`config.mk`:
```
export PLATFORM = sky130hd
export DESIGN_NAME = stack_lifo_flat
export DESIGN_NICKNAME = d
export VERILOG_FILES = /design/src/rtl/stack_pkg.sv /design/src/rtl/stack_lifo_if.sv /design/src/rtl/stack_ram.sv /design/src/rtl/stack_lifo.sv /design/src/flat_wrapper.sv
export SDC_FILE = /design/constraint.sdc
export NUM_CORES = 1
export LEC_CHECK = 0
export ABC_CLOCK_PERIOD_IN_PS = 3510
export CAP_MARGIN = 20
export CORE_MARGIN = 2
export CORE_UTILIZATION = 25
export CTS_CLUSTER_SIZE = 20
export DETAILED_ROUTE_END_ITERATION = 10
export GPL_TIMING_DRIVEN = 0
export HOLD_SLACK_MARGIN = 0.05
export PLACE_DENSITY = 0.41
export SETUP_SLACK_MARGIN = 0.5
export SLEW_MARGIN = 20
export SYNTH_ARGS = -nofsm -noshare
export SYNTH_HDL_FRONTEND = slang
export SYNTH_SLANG_ARGS = --single-unit
```
`constraint.sdc`:
```
create_clock -name clk -period 3.51 [get_ports clk]
set_input_delay 0.351 -clock clk [delete_from_list [all_inputs] [get_ports clk]]
set_output_delay 0.351 -clock clk [all_outputs]
set_load 0.02 [all_outputs]
```
`src/rtl/stack_pkg.sv`:
```
// stack_pkg: default widths/depth and per-cycle operation decode shared by the LIFO stack
package stack_pkg;
  localparam int NDATA_DEF  = 8;
  localparam int NADDRW_DEF = 8;
  localparam int NADDRS_DEF = 8;
  typedef enum logic [2:0] {OP_NONE, OP_PUSH, OP_POP, OP_SWAP, OP_BYPASS} op_t;
  function automatic op_t decode(input logic push, input logic pop, input logic full, input logic empty);
    op_t o;
    o = OP_NONE;
    if (push && pop) begin
      if (empty) o = OP_BYPASS;
      else o = OP_SWAP;
    end else if (push && !full) o = OP_PUSH;
    else if (pop && !empty) o = OP_POP;
    return o;
  endfunction
endpackage

```
`src/rtl/stack_lifo_if.sv`:
```
// stack_lifo_if: push/pop request and response bundle; STACK_ERR_EN adds ovf, unf and err_clr
interface stack_lifo_if import stack_pkg::*; #(
  parameter int NDATA  = NDATA_DEF,
  parameter int NADDRW = NADDRW_DEF
);
  logic              push;
  logic              pop;
  logic [NDATA-1:0]  din;
  logic [NDATA-1:0]  dout;
  logic              dout_vld;
  logic              full;
  logic              empty;
  logic [NADDRW:0]   level;
`ifdef STACK_ERR_EN
  logic              err_clr;
  logic              ovf;
  logic              unf;
  modport master (output push, pop, din, err_clr, input dout, dout_vld, full, empty, level, ovf, unf);
  modport slave  (input push, pop, din, err_clr, output dout, dout_vld, full, empty, level, ovf, unf);
`else
  modport master (output push, pop, din, input dout, dout_vld, full, empty, level);
  modport slave  (input push, pop, din, output dout, dout_vld, full, empty, level);
`endif
endinterface

```
`src/rtl/stack_ram.sv`:
```
// stack_ram: storage array, one sync write and one sync read port; read-during-write returns old data
module stack_ram import stack_pkg::*; #(
  parameter int NDATA  = NDATA_DEF,
  parameter int NADDRW = NADDRW_DEF,
  parameter int NADDRS = NADDRS_DEF
) (
  input  logic              clk,
  input  logic              we,
  input  logic [NADDRW-1:0] wa,
  input  logic [NDATA-1:0]  wd,
  input  logic              re,
  input  logic [NADDRW-1:0] ra,
  output logic [NDATA-1:0]  rd
);
  logic [NDATA-1:0] mem [NADDRS];
  always_ff @(posedge clk) begin
    if (we) mem[wa] <= wd;
    if (re) rd <= mem[ra];
  end
endmodule

```
`src/rtl/stack_lifo.sv`:
```
// stack_lifo: downward-growing LIFO with registered pop data; define STACK_ERR_EN for sticky ovf/unf flags
module stack_lifo import stack_pkg::*; #(
  parameter int NDATA  = NDATA_DEF,
  parameter int NADDRW = NADDRW_DEF,
  parameter int NADDRS = NADDRS_DEF
) (
  input logic         clk,
  input logic         rst,
  stack_lifo_if.slave bus
);
  localparam logic [NADDRW:0] DEPTH = (NADDRW+1)'(NADDRS);
  localparam logic [NADDRW:0] ONE   = (NADDRW+1)'(1);
  logic [NADDRW:0]   level;
  logic [NADDRW-1:0] top_a;
  logic [NADDRW-1:0] free_a;
  logic [NDATA-1:0]  ram_q;
  logic [NDATA-1:0]  byp;
  logic [NDATA-1:0]  hold;
  logic              vld;
  logic              by;
  logic              we;
  logic              re;
  op_t               op;
  assign op     = decode(bus.push, bus.pop, bus.full, bus.empty);
  assign top_a  = NADDRW'(DEPTH - level);
  assign free_a = top_a - NADDRW'(1);
  assign we     = op == OP_PUSH || op == OP_SWAP;
  assign re     = op == OP_POP || op == OP_SWAP;
  stack_ram #(.NDATA(NDATA), .NADDRW(NADDRW), .NADDRS(NADDRS)) u_ram (
    .clk (clk),
    .we  (we),
    .wa  (op == OP_SWAP ? top_a : free_a),
    .wd  (bus.din),
    .re  (re),
    .ra  (top_a),
    .rd  (ram_q)
  );
  always_ff @(posedge clk or negedge rst) begin
    if (!rst) begin
      level <= '0;
      vld   <= 1'b0;
      by    <= 1'b0;
      byp   <= '0;
      hold  <= '0;
    end else begin
      level <= op == OP_PUSH ? level + ONE : op == OP_POP ? level - ONE : level;
      vld   <= op == OP_POP || op == OP_SWAP || op == OP_BYPASS;
      by    <= op == OP_BYPASS;
      if (op == OP_BYPASS) byp <= bus.din;
      if (vld) hold <= bus.dout;
    end
  end
  // ram_q is only trusted in the strobe cycle; hold keeps dout stable afterwards
  assign bus.dout     = !vld ? hold : by ? byp : ram_q;
  assign bus.dout_vld = vld;
  assign bus.full     = level == DEPTH;
  assign bus.empty    = level == '0;
  assign bus.level    = level;
`ifdef STACK_ERR_EN
  logic ovf;
  logic unf;
  always_ff @(posedge clk or negedge rst) begin
    if (!rst) begin
      ovf <= 1'b0;
      unf <= 1'b0;
    end else begin
      ovf <= (bus.push && !bus.pop && bus.full) || (ovf && !bus.err_clr);
      unf <= (bus.pop && !bus.push && bus.empty) || (unf && !bus.err_clr);
    end
  end
  assign bus.ovf = ovf;
  assign bus.unf = unf;
`endif
endmodule

```
`src/flat_wrapper.sv`:
```
// flat-port wrapper written by rule: the top's interface ports become plain ports
module stack_lifo_flat import stack_pkg::*;
#(
  parameter int NDATA  = NDATA_DEF,
  parameter int NADDRW = NADDRW_DEF,
  parameter int NADDRS = NADDRS_DEF
)
  (clk, rst, bus_push, bus_pop, bus_din, bus_dout, bus_dout_vld, bus_full, bus_empty, bus_level);
  stack_lifo_if #(.NDATA(NDATA), .NADDRW(NADDRW)) bus_i ();
  input logic clk;
  input logic rst;
  input wire logic [$bits(bus_i.push)-1:0] bus_push;
  input wire logic [$bits(bus_i.pop)-1:0] bus_pop;
  input wire logic [$bits(bus_i.din)-1:0] bus_din;
  output wire logic [$bits(bus_i.dout)-1:0] bus_dout;
  output wire logic [$bits(bus_i.dout_vld)-1:0] bus_dout_vld;
  output wire logic [$bits(bus_i.full)-1:0] bus_full;
  output wire logic [$bits(bus_i.empty)-1:0] bus_empty;
  output wire logic [$bits(bus_i.level)-1:0] bus_level;
  assign bus_i.push = bus_push;
  assign bus_i.pop = bus_pop;
  assign bus_i.din = bus_din;
  assign bus_dout = bus_i.dout;
  assign bus_dout_vld = bus_i.dout_vld;
  assign bus_full = bus_i.full;
  assign bus_empty = bus_i.empty;
  assign bus_level = bus_i.level;
  stack_lifo #(.NDATA(NDATA), .NADDRW(NADDRW), .NADDRS(NADDRS)) u_core (.clk(clk), .rst(rst), .bus(bus_i));
endmodule
```
After elaboration in Yosys (flattened, before gate mapping)

Memory sizes are Yosys's and may differ from the RTL's. A register that Yosys moved wholly into a read port is not among the register bits.
Cells that the tools add are included.

Register bits: 27
Latch bits: 0
RAM bits: 64
ROM bits: 0
Output and inout bits: 20
Word-level logic and storage cells: 36
Memories: 1

Memories:

| memory           | depth | width | rd ports | clocked after memory_dff | write ports | RTL line        | text |
|---|---|---|---|---|---|---|---|
| u_core.u_ram.mem | 8     | 8     | 1        | 1                        | 1           | stack_ram.sv:15 | `logic [NDATA-1:0] mem [NADDRS];` |

$add $sub $neg: 4
Multipliers: 0
Divide/modulo/power cells: 0
Order comparisons: 0
Equal/unequal tests: 5
Shift operators: 0
Multiplexer cells: 11
Bitwise gates (word level): 0
Reduce and logical (&&, ||, !) cells: 10

Operators by type and width:

| operator                                                            | count |
|---|---|
| 9-bit two-way mux                                                   | 2 |
| 8-bit two-way mux                                                   | 2 |
| 3-bit two-way mux                                                   | 4 |
| 9-bit by 1-bit adder with 9-bit output (second input constant)      | 1 |
| 9-bit by 4-bit == test with 1-bit output (second input constant)    | 1 |
| 9-bit logical NOT                                                   | 1 |
| 9-bit by 1-bit subtractor with 9-bit output (second input constant) | 1 |
| 3-bit by 2-bit == test with 1-bit output (second input constant)    | 2 |
| 3-bit by 1-bit == test with 1-bit output (second input constant)    | 1 |
| 3-bit == test (second input constant)                               | 1 |
| 1-bit logical AND                                                   | 3 |
| 1-bit logical OR                                                    | 3 |
| 1-bit by 3-bit subtractor with 3-bit output (first input constant)  | 1 |
| 3-bit by 1-bit subtractor with 3-bit output (second input constant) | 1 |
| 1-bit logical NOT                                                   | 2 |
| 1-bit two-way mux                                                   | 2 |
| 2-bit two-way mux                                                   | 1 |
| 2-bit nonzero test                                                  | 1 |

Depth between registers and ports, before layout

Gate-level depths: netlist of run 1.

Word-level depth: 10
Depth in mapped cells: 10
Depth with buffers taken out: 10

By module

From an unflattened synthesis of run 1, not the netlist that was laid out.

Cells, all modules: 301
Area, all modules: 4585.6 um2

By module, submodules not included:

| module     | instances | cells each | area an instance (um2) | seq. area each (um2) |
|---|---|---|---|---|
| stack_ram  | 1         | 114        | 2771.4                 | 2162.1 |
| stack_lifo | 1         | 187        | 1814.2                 | 675.6 |

Worst setup path before layout of run 1

Ideal clock, no wire load.

Kind: reg-to-reg
From: register u_core.level[0], in the netlist u_core.bus.level[0]
To: register u_core.level[8], in the netlist u_core.bus.level[8]
Setup time: 0.069 ns
Arrival: 3.042 ns
Required time: 3.441 ns
Path slack: 0.399 ns
Stages on the path, launching flop included: 11
Buffers on the path: 0
Clock period less this slack: 3.111 ns
Path through: dfrtp_1 inv_1 ha_1 and4bb_2 a21oi_2 inv_2 fa_1 a211oi_1 o21ai_0 a2111oi_0 nand3b_1

Longest elaborated chain between the ends: 8
Elaborated cells on any way between the ends: 17
Classes of those cells: add/sub: 2; eq/ne: 3; mux: 6; reduce/logical: 6

RTL lines:

| element                                                                                              | RTL line         | text |
|---|---|---|
| start: declaration                                                                                   | stack_lifo.sv:13 | `logic [NADDRW:0] level;` |
| start signal: assignment                                                                             | stack_lifo.sv:46 | `level <= op == OP_PUSH ? level + ONE : op == OP_POP ? level - ONE : level;` |
| 9-bit logical NOT                                                                                    | stack_lifo.sv:57 | `assign bus.empty = level == '0;` |
| 1-bit logical NOT                                                                                    | stack_pkg.sv:14  | `else if (pop && !empty) o = OP_POP;` |
| 1-bit logical AND                                                                                    | stack_pkg.sv:14  |  |
| 2-bit two-way mux                                                                                    | stack_pkg.sv:14  |  |
| 3-bit two-way mux                                                                                    | stack_pkg.sv:13  | `end else if (push && !full) o = OP_PUSH;` |
| 3-bit two-way mux                                                                                    | stack_pkg.sv:10  | `if (push && pop) begin` |
| 3-bit by 1-bit == test with 1-bit output or 3-bit by 2-bit == test with 1-bit output (tied branches) | stack_lifo.sv:46 |  |
| 9-bit two-way mux or 2-bit nonzero test (tied branches)                                              | n/a              |  |

Parallel ways exist; a longest one is shown, timed or not. The select of a mux whose other input is x is not followed.
A chain may end at the register's enable or synchronous reset.

Final worst setup path of run 1

Same ends and word-level chain as after synthesis.

==> reports/results.ini, run 1 <==
[timing]
fin_crit_ns=2.80
finClkSkew_ns=0.0110
rsz0062_at_grt=no
period_share_pct=79.7
setup_viol=0
finalWorstSetupSlack_ns=0.712
hold_viol=0
slew_headroom_pct=40.1
max_freq_mhz=357
worst_pin_slew_ns=0.895
hold_slack_ns=0.511
slew_viol_final=0

[synthesis]
synth_top_area_share_pct=48.9
syn_nets=315
syn_area_per_cell_um2=15.1
yosys_register_bits=99
synth_area_leaders=edfxtp_1, dfrtp_1, mux4_2
ys_types=52
ys_async_sr_fraction_pct=27.3
synth_fa_ha_area_share_pct=3.00
synth_flop_cell=edfxtp_1
synth.largest_area_cell=edfxtp_1
synth_xor_area_share_pct=1.58
synth_edf_count=72
muxShareOfSynthArea_pct=13.0
synth_top_family_by_area=multiplexers
synth_simple_gate_area_share_pct=8.63
yosysSeqAreaShare_pct=64.2
syn_area_um2=4420
synth-compound-area-share_pct=7.84
yosysWarnings=0
synthCells=293

[placement]
dpl.hpwl_um=6620
routabilityCongestion=0.782
pre_cts_ws_ns=-0.0256
dpl_cell_area_um2=5010
dp_cells=549
io_buffers=31

[global_routing]
gr-usage-met1_pct=15.0
grt_pass1_wl_um=15000
use_met3_pct=2.19
grt_pass1_vias=2626
groute.layer.met2.usage_pct=16.7
grt.busiest_layer=met2
grt_overflow=0
grt_start_max_net_pins=28
antenna_found_initial=0
track_usage_pct=11.0

[worst_setup_path]
cp_max_fo=12
critPathArrivalTime_ns=3.08
required_ns=3.79
endpoint_kind=flop
critPathKind=reg2reg
start_kind=flop

[cts]
cts.reportedPaths.clkPinSlew_ns=0.07
cts_root_buffer=clkbuf_16
clock-sinks=99
cts_tree=yes
cts_inserted_buffers=9
cts_buffer_depth=2
h-tree-depth=3
clk_latency_ns=0.35

[layout]
drive_above_1_share_pct=20.3
areaGrowthSynthToFinish_pct=21.6
fin_nets=361
finalInstanceArea_um2=5380
n_antenna_cell=0
final_cells=569

[detailed_routing]
vias=2537
route.detailed.drc=0
wire_per_inst_um=16.6
ant_nets=0
drt_iter0_markers=193
drtPass1Iterations=4
via_per_inst=4.46
postRouteWirelength_um=9430

[die]
die_w_um=137
initial_utilization_pct=25.6
fp.dieH_um=137
row_count=48
pin_count=32
core_area_um2=17300
die-area_um2=18800

[job]
cap_violations=0

[power]
p_per_area_nw_per_um2=903
p_leak_nw=1.87
ir_drop_uv=301

[run_status]
outcome=complete, no violations

[min_path]
hp-class=reg2reg

-- cell families after synthesis --
family          Yosys count
simple gates             68
flops                    99
compound gates           52
buf+inv                  20
fa+ha+maj                10
mux                      36
xor+xnor                  8
-- path summary, 6_finish.rpt --
path,startpoint,endpoint,slack [ns],depth (start not counted)
worst max register to register,u_core.bus.level[0],u_core.bus.level[8],0.71,10
worst min register to register,u_core.hold[5],u_core.hold[5],0.51,2
worst min-delay path,u_core.hold[5],u_core.hold[5],0.51,2
min in group asynchronous,rst,u_core.bus.level[6],0.57,2
worst max-delay path,u_core.bus.level[0],u_core.bus.level[8],0.71,10
max in group asynchronous,rst,u_core.bus.level[0],2.49,2
-- through the flow --
stage	total power, mW	setup TNS [ns]	util, %
4_1_cts	4.89	0	30.9
3_3_place_gp	3.86	0	29.0
2_1_floorplan	3.22	0	-
5_1_grt	5.20	0	31.1
3_5_place_dp	3.87	-0.0256	29.0
6_report	4.86	0	31.1
-- flip-flops by register name, indices dropped and copies added, names as in the netlist --
register / count
u_core.bus.dout_vld: 1
u_core.by: 1
u_core.u_ram.mem: 64
u_core.bus.level: 9
u_core.u_ram.rd: 8
u_core.hold: 8
u_core.byp: 8
-- layout make-up --
type / count / area, um2
timing repair buffer: 35 / 338
multi-input combinational: 174 / 1550
buffer: 10 / 40.0
inverter: 10 / 40.0
tap: 225 / 282
clock inverter: 7 / 62.6
sequential: 99 / 2840
clock buffer: 9 / 225
fill: 1746 / 11900
-- per-layer routing --
layer	wire length, um	up-vias
met5	0	-
met4	208	0
met3	223	11
met2	4350	32
met1	4650	1270
li1	-	1224
-- layout by cell type (no fill, tap or decap), types with 4 or more instances in the layout --
cell             netlist  routed
clkbuf_16              0       9
o21ai_0                6       4
nor2_1                11      11
mux2_2                12      12
nand2b_1               4       4
nand2_1               29      29
mux2i_1                8       8
xnor2_1                5       5
a211oi_1               6       5
ha_1                   9       8
edfxtp_1              72      72
nand3_1                5       5
a21oi_1               18      18
inv_1                  8       8
clkbuf_1               7       7
clkdlybuf4s50_1        0      30
dfrtp_1               27      25
mux4_2                16      16
-- Yosys cell counts, types with 2 or more instances --
| library cell | n |
|---|---|
| nor2_1 | 11 |
| inv_2 | 2 |
| a211oi_1 | 6 |
| a32o_1 | 2 |
| inv_1 | 8 |
| clkbuf_1 | 7 |
| nand3_1 | 5 |
| nor3_1 | 2 |
| dfrtp_1 | 27 |
| o21ai_0 | 6 |
| ha_1 | 9 |
| xor2_1 | 3 |
| buf_2 | 2 |
| nor2b_1 | 3 |
| nand2_1 | 29 |
| xnor2_1 | 5 |
| a211o_1 | 2 |
| mux4_2 | 16 |
| mux2i_1 | 8 |
| mux2_2 | 12 |
| nand2b_1 | 4 |
| o22ai_1 | 2 |
| and2_1 | 2 |
| edfxtp_1 | 72 |
| a32oi_1 | 3 |
| a21oi_1 | 18 |
| a31oi_1 | 2 |
-- where the power goes --
group	switching, mW	internal, mW	total, mW	leakage [nW]
clock network	0.468	0.493	0.961	0.140
logic	1.19	0.897	2.08	0.737
registers	0.156	1.66	1.81	0.991
-- repair_timing --
action,4_1_cts,5_1_grt
endpoints found under the setup margin,20,19
pin swaps,0,2
resized for setup,9,4
hold buffers,1,0
endpoints found under the hold margin,7,0
buffers inserted,1,2
-- critical path, cell delays in order, from the launching register on --
cell and delay [ns]:
dfrtp_2 0.40, inv_1 0.12, ha_1 0.26, and4bb_2 0.31
a21oi_4 0.09, inv_4 0.17, ha_2 0.35, a211oi_4 0.31
o21ai_0 0.17, a2111oi_0 0.39, nand3b_1 0.16
Note: power is estimated with default switching activity, not from simulation.
==> run 2: changes to the inputs <==
Settings changed: ABC_CLOCK_PERIOD_IN_PS 3510 to 2600.
Clock period 3.51 ns to 2.6 ns, I/O delays scaled along.
==> run 2 against run 1 <==
  * Core utilization rose by 3.7 points
  * Cell count increased by 5.1%
  * Total power grew 54%
  * Worst setup slack got worse by 0.68 ns
  * Die area stayed put
  * Highest routed layer unchanged
  * Clock-buffer cell count is 3 higher
  * Non-clock buffer count grew 28
  * Clock skew fell by 0.0051 ns
  * Worst hold slack got worse by 0.034 ns
  * Global-route usage increased by 0.67 points
==> reports/results.ini, run 2 (synthesized netlist as in run 1, its figures left out) <==
[run_status]
outcome=complete, no violations  ; unchanged

[worst_setup_path]
critPathArrivalTime_ns=2.80  ; was 3.08 ns
slowest_stage=dfrtp_2  ; unchanged
critPathTopFamily=compound AO/OA/AOI/OAI gates  ; unchanged
crit_buf_inv=3  ; was 2
required_ns=2.84  ; was 3.79 ns
crit_chain=inv_2 > ha_4 > and4bb_2 > a21oi_4 > buf_4 > inv_4 > ha_1 > nor2b_1 > a221oi_1 > o311ai_2 > mux2_4  ; was inv_1 > ha_1 > and4bb_2 > a21oi_4 > inv_4 > ha_2 > a211oi_4 > o21ai_0 > a2111oi_0 > nand3b_1
endpoint_kind=flop  ; unchanged
crit_path_max_incr_delay_ns=0.37  ; was 0.40 ns
rr_worst_depth=11  ; was 10
start_kind=flop  ; unchanged
worstSetupPathDepth=11  ; was 10
cp_max_fo=5  ; was 12
critPathKind=reg2reg  ; unchanged

[layout]
mostFrequentLayoutCells=edfxtp_1, nand2_1, dfrtp_1  ; was edfxtp_1, clkdlybuf4s50_1, nand2_1
multiInputGateArea_um2=1860  ; was 1550 um2
fillCellCount=1724  ; was 1746
areaGrowthSynthToFinish_pct=36.0  ; was 21.6%
final_cells=598  ; was 569
largest_reg_flops=64  ; unchanged
fin_util_pct=34.8  ; was 31.1%
final_common_cell=edfxtp_1  ; unchanged
drive_above_1_share_pct=38.3  ; was 20.3%
seqCellArea_um2=2840  ; about the same
largest-register=u_core.u_ram.mem  ; unchanged
n_antenna_cell=0  ; unchanged
top_regs=u_core.u_ram.mem x64, u_core.bus.level x9  ; unchanged
fin_nets=390  ; was 361

[cts]
cts.reportedPaths.clkPinSlew_ns=0.07  ; about the same
cts_inserted_buffers=9  ; unchanged
cts_buffer_depth=2  ; unchanged
clock-sinks=99  ; unchanged
cts_root_buffer=clkbuf_16  ; unchanged
cts_tree=yes  ; unchanged
h-tree-depth=3  ; unchanged
clk_latency_ns=0.35  ; about the same

[placement]
routabilityCongestion=0.731  ; was 0.782
dp_cells=549  ; unchanged
io_buffers=31  ; unchanged
dpl.hpwl_um=6740  ; was 6620 um

[timing]
hold_slack_ns=0.477  ; was 0.511 ns
slew_headroom_pct=57.1  ; was 40.1%
finClkSkew_ns=0.00584  ; was 0.0110 ns
max_freq_mhz=390  ; was 357 MHz
setup_viol=0  ; unchanged
fin_crit_ns=2.57  ; was 2.80 ns
slew_viol_final=0  ; unchanged
worst_pin_slew_ns=0.644  ; was 0.895 ns
period_share_pct=98.7  ; was 79.7%
hold_viol=0  ; unchanged
rsz0062_at_grt=yes  ; was no

[global_routing]
grt_overflow=0  ; unchanged
grt_pass1_vias=2762  ; was 2626
grt_start_max_net_pins=28  ; unchanged
track_usage_pct=11.7  ; was 11.0%
grt_pass1_wl_um=16000  ; was 15000 um
antenna_found_initial=0  ; unchanged

[power]
fin_total_pwr_mw=7.49  ; was 4.86 mW
p_per_area_nw_per_um2=1250  ; was 903 nW/um2
p_leak_nw=2.15  ; was 1.87 nW
ir_drop_uv=392  ; was 301 uV

[die]
core_area_um2=17300  ; unchanged
fp.dieH_um=137  ; unchanged
initial_utilization_pct=25.6  ; unchanged
die_w_um=137  ; unchanged
row_count=48  ; unchanged
die-area_um2=18800  ; unchanged
pin_count=32  ; unchanged

[detailed_routing]
drt_iter0_markers=110  ; was 193
postRouteWirelength_um=10200  ; was 9430 um
ant_nets=0  ; unchanged
wire_per_inst_um=17.1  ; was 16.6 um
route.detailed.drc=0  ; unchanged
vias=2703  ; was 2537
drtPass1Iterations=5  ; was 4
via_per_inst=4.52  ; was 4.46

[min_path]
hp-class=in2async  ; was reg2reg

[job]
cap_violations=0  ; unchanged

[run 2: cell types whose count changed in the layout (fill, tap and decap cells not counted), sizes merged]
cell and change:
buf +27, clkdlybuf4s50 -10, dlygate4sd2 +8, clkbuf +4
clkinv -3, clkdlybuf4s15 +2, inv +1
[run 2: final timing paths]
check,start,to,slack (ns)
setup / recovery,u_core.bus.level[1],u_core.bus.level[6],0.03
hold / removal,rst,u_core.bus.level[5],0.48
setup reg to reg,u_core.bus.level[1],u_core.bus.level[6],0.03
hold reg to reg,u_core.byp[3],u_core.byp[3],0.51
max in group asynchronous,rst,u_core.bus.level[0],1.67
min in group clk,u_core.byp[3],u_core.byp[3],0.51
[run 2: timing repair]
| action | CTS | global route |
|---|---|---|
| setup buffers | 25 | 6 |
| pin swaps | 20 | 13 |
| hold buffers | 1 | 0 |
| resized for setup | 51 | 21 |
| setup endpoints to repair | 90 | 76 |
| endpoints found under the hold margin | 27 | 0 |
| cloned | 1 | 0 |
[run 2: power breakdown]
group          leakage [nW]  switching [mW]  internal, mW  total, mW
clock network         0.148           0.603         0.729       1.33
logic                  1.01            1.97          1.72       3.68
registers             0.989           0.233          2.24       2.47
[run 2: cell type report]
class | instances | area share, %
Sequential cell | 99 | 47.3
Multi-Input combinational cell | 174 | 30.9
Timing Repair Buffer | 63 | 10.6
Tap cell | 225 | 4.68
Clock buffer | 12 | 4.35
Buffer | 10 | 0.895
Inverter | 10 | 0.708
Clock inverter | 4 | 0.520
Timing Repair inverter | 1 | 0.125
[run 2: through the flow]
stage,cell area (um2),setup WS (ns),setup TNS [ns]
2_1_floorplan,4510,-0.0461,-0.0787
3_3_place_gp,5100,-0.412,-1.60
3_5_place_dp,5090,-0.450,-1.72
4_1_cts,5830,0.0167,0
5_1_grt,6010,-0.111,-0.226
6_report,6010,0.0335,0
[run 2: per-layer routing]
metal  part of all wire (%)  up-vias  wire [um]  GRT usage (%)
li1                       -     1285          -              -
met1                     48     1358       4890           16.5
met2                     47       47       4770           17.5
met3                    3.8       13        387           2.37
met4                    1.9        0        192           5.10
met5                      0        -          0              0
==> run 3: changes to the inputs <==
Settings changed: CTS_BUF_LIST set to sky130_fd_sc_hd__clkbuf_2 sky130_fd_sc_hd__clkbuf_4 sky130_fd_sc_hd__clkbuf_8.
==> run 3 against run 2 <==
  * Cell count unchanged
  * Combinational power about the same
  * Largest power group unchanged
  * Total power down 4.5%
  * Largest cell class unchanged
  * Non-clock buffer count unchanged
  * Routed wire length down 0.34%
==> reports/results.ini, run 3 (synthesized netlist as in run 1, its figures left out) <==
[global_routing]
track_usage_pct=11.7  ; about the same
grt_start_max_net_pins=28  ; unchanged
grt_pass1_vias=2738  ; was 2762
grt_pass1_wl_um=16000  ; about the same
grt_overflow=0  ; unchanged
antenna_found_initial=0  ; unchanged

[layout]
n_antenna_cell=0  ; unchanged
mostFrequentLayoutCells=edfxtp_1, nand2_1, buf_4, dfrtp_1, clkdlybuf4s50_1  ; was edfxtp_1, nand2_1, dfrtp_1
largest_reg_flops=64  ; unchanged
fin_nets=390  ; unchanged
fillCellCount=1719  ; was 1724
top_regs=u_core.u_ram.mem x64, u_core.bus.level x9  ; unchanged
largest-register=u_core.u_ram.mem  ; unchanged
final_common_cell=edfxtp_1  ; unchanged
areaGrowthSynthToFinish_pct=32.9  ; was 36.0%
drive_above_1_share_pct=37.5  ; was 38.3%
final_cells=598  ; unchanged

[die]
pin_count=32  ; unchanged
row_count=48  ; unchanged
fp.dieH_um=137  ; unchanged
core_area_um2=17300  ; unchanged
die-area_um2=18800  ; unchanged
die_w_um=137  ; unchanged
initial_utilization_pct=25.6  ; unchanged

[worst_setup_path]
slowest_stage=fa_2  ; was dfrtp_2
crit_chain=inv_4 > ha_4 > and4bb_2 > a21oi_4 > clkinvlp_4 > fa_2 > a211oi_4 > or3b_4 > o311ai_2 > mux2_4  ; was inv_2 > ha_4 > and4bb_2 > a21oi_4 > buf_4 > inv_4 > ha_1 > nor2b_1 > a221oi_1 > o311ai_2 > mux2_4
crit_buf_inv=2  ; was 3
rrSetupSlack_ns=0.03  ; about the same
cp_max_fo=4  ; was 5
endpoint_kind=flop  ; unchanged
r2r_start=u_core.bus.level[0]  ; was u_core.bus.level[1]
start_kind=flop  ; unchanged
crit_path_max_incr_delay_ns=0.43  ; was 0.37 ns
required_ns=2.88  ; was 2.84 ns
critPathKind=reg2reg  ; unchanged
critPathTopFamily=adder cells  ; was compound AO/OA/AOI/OAI gates
r2r_end=u_core.bus.level[6]  ; unchanged
critPathArrivalTime_ns=2.84  ; was 2.80 ns
rr_worst_depth=10  ; was 11

[power]
ir_drop_uv=405  ; was 392 uV
fin_total_pwr_mw=7.15  ; was 7.49 mW
p_leak_nw=2.10  ; was 2.15 nW
p_per_area_nw_per_um2=1220  ; was 1250 nW/um2

[detailed_routing]
postRouteWirelength_um=10200  ; about the same
via_per_inst=4.51  ; was 4.52
ant_nets=0  ; unchanged
vias=2695  ; was 2703
drtPass1Iterations=4  ; was 5
route.detailed.drc=0  ; unchanged
drt_iter0_markers=170  ; was 110
wire_per_inst_um=17.1  ; about the same

[job]
cap_violations=0  ; unchanged

[timing]
slew_viol_final=0  ; unchanged
rsz0062_at_grt=yes  ; unchanged
setup_viol=0  ; unchanged
fin_crit_ns=2.57  ; about the same
slew_headroom_pct=57.2  ; was 57.1%
period_share_pct=98.7  ; about the same
finClkSkew_ns=0.00892  ; was 0.00584 ns
hold_viol=0  ; unchanged
finalWorstSetupSlack_ns=0.0343  ; was 0.0335 ns
hold_slack_ns=0.436  ; was 0.477 ns
worst_pin_slew_ns=0.643  ; was 0.644 ns
max_freq_mhz=390  ; about the same
fin_setup_tns_ns=0  ; unchanged

[run_status]
outcome=complete, no violations  ; unchanged

[placement]
dpl.hpwl_um=6740  ; unchanged
dp_cells=549  ; unchanged
pre_cts_ws_ns=-0.450  ; unchanged
io_buffers=31  ; unchanged
routabilityCongestion=0.731  ; unchanged

[cts]
cts_inserted_buffers=9  ; unchanged
cts_buffer_depth=2  ; unchanged
clock-sinks=99  ; unchanged
cts_root_buffer=clkbuf_8  ; was clkbuf_16
cts.reportedPaths.clkPinSlew_ns=0.10  ; was 0.07 ns
cts_tree=yes  ; unchanged
h-tree-depth=3  ; unchanged
clk_latency_ns=0.38  ; was 0.35 ns

[min_path]
hp-class=in2async  ; unchanged

[run 3: worst reg2reg max path, delay by kind of cell, from the launching register on]
family                   cells  cell delay, ns
AND/OR/NAND/NOR              2            0.44
AO/OA/AOI/OAI                3            0.58
adder cells (fa/ha/maj)      2            0.58
flip-flops                   1            0.40
buffers and inverters        2            0.20
multiplexers                 1            0.28
[run 3: area by class of cell]
cell class	instances	area, um2	share of cell area [%]
timing repair inverter	1	7.51	0.128
clock inverter	5	61.3	1.04
multi-input combinational	174	1800	30.6
tap	225	282	4.79
timing repair buffer	63	648	11.0
clock buffer	11	139	2.36
sequential	99	2840	48.4
buffer	10	56.3	0.958
inverter	10	42.5	0.724
[run 3: how the worst max path moves through the flow]
stage,end,cells past startpoint,start,slack (ns)
final,u_core.bus.level[6],10,u_core.bus.level[0],0.03
after global routing,u_core.bus.level[8],10,u_core.bus.level[0],-0.09
after CTS,u_core.bus.level[8],10,u_core.bus.level[0],-0.001
after detailed placement,u_core.bus.level[8],9,bus_pop,-0.45
after global placement,u_core.bus.level[8],9,bus_pop,-0.41
after floorplan,u_core.bus.level[6],10,u_core.bus.level[0],-0.05
[run 3: power breakdown]
part / switching (mW) / internal (mW) / total (mW) / leakage (nW)
Sequential: 0.229 / 2.23 / 2.46 / 0.988
Clock: 0.567 / 0.477 / 1.04 / 0.107
Combinational: 1.94 / 1.71 / 3.65 / 1.01
Total: 2.73 / 4.42 / 7.15 / 2.10
[run 3: metrics by stage]
stage                     util (%)  area (um2)
after detailed placement      29.4        5090
after floorplan                  -        4510
after global placement        29.5        5100
after CTS                     33.2        5750
after global routing          34.0        5880
final                         34.0        5880
[run 3: metal layers]
layer	global-route usage, %	wire length (um)	vias up	part of all wire (%)
met4	5.27	195	0	1.9
met2	17.3	4720	52	46
met5	0	0	-	0
met1	16.4	4880	1351	48
met3	2.52	408	12	4.0
li1	-	-	1280	-
[run 3: timing repair]
item,4_1_cts,5_1_grt
setup buffers,22,9
cloned,1,0
gates resized for setup,55,18
pin swaps,20,12
endpoints found under the hold margin,27,0
hold buffers,1,0
endpoints found under the setup margin,90,79
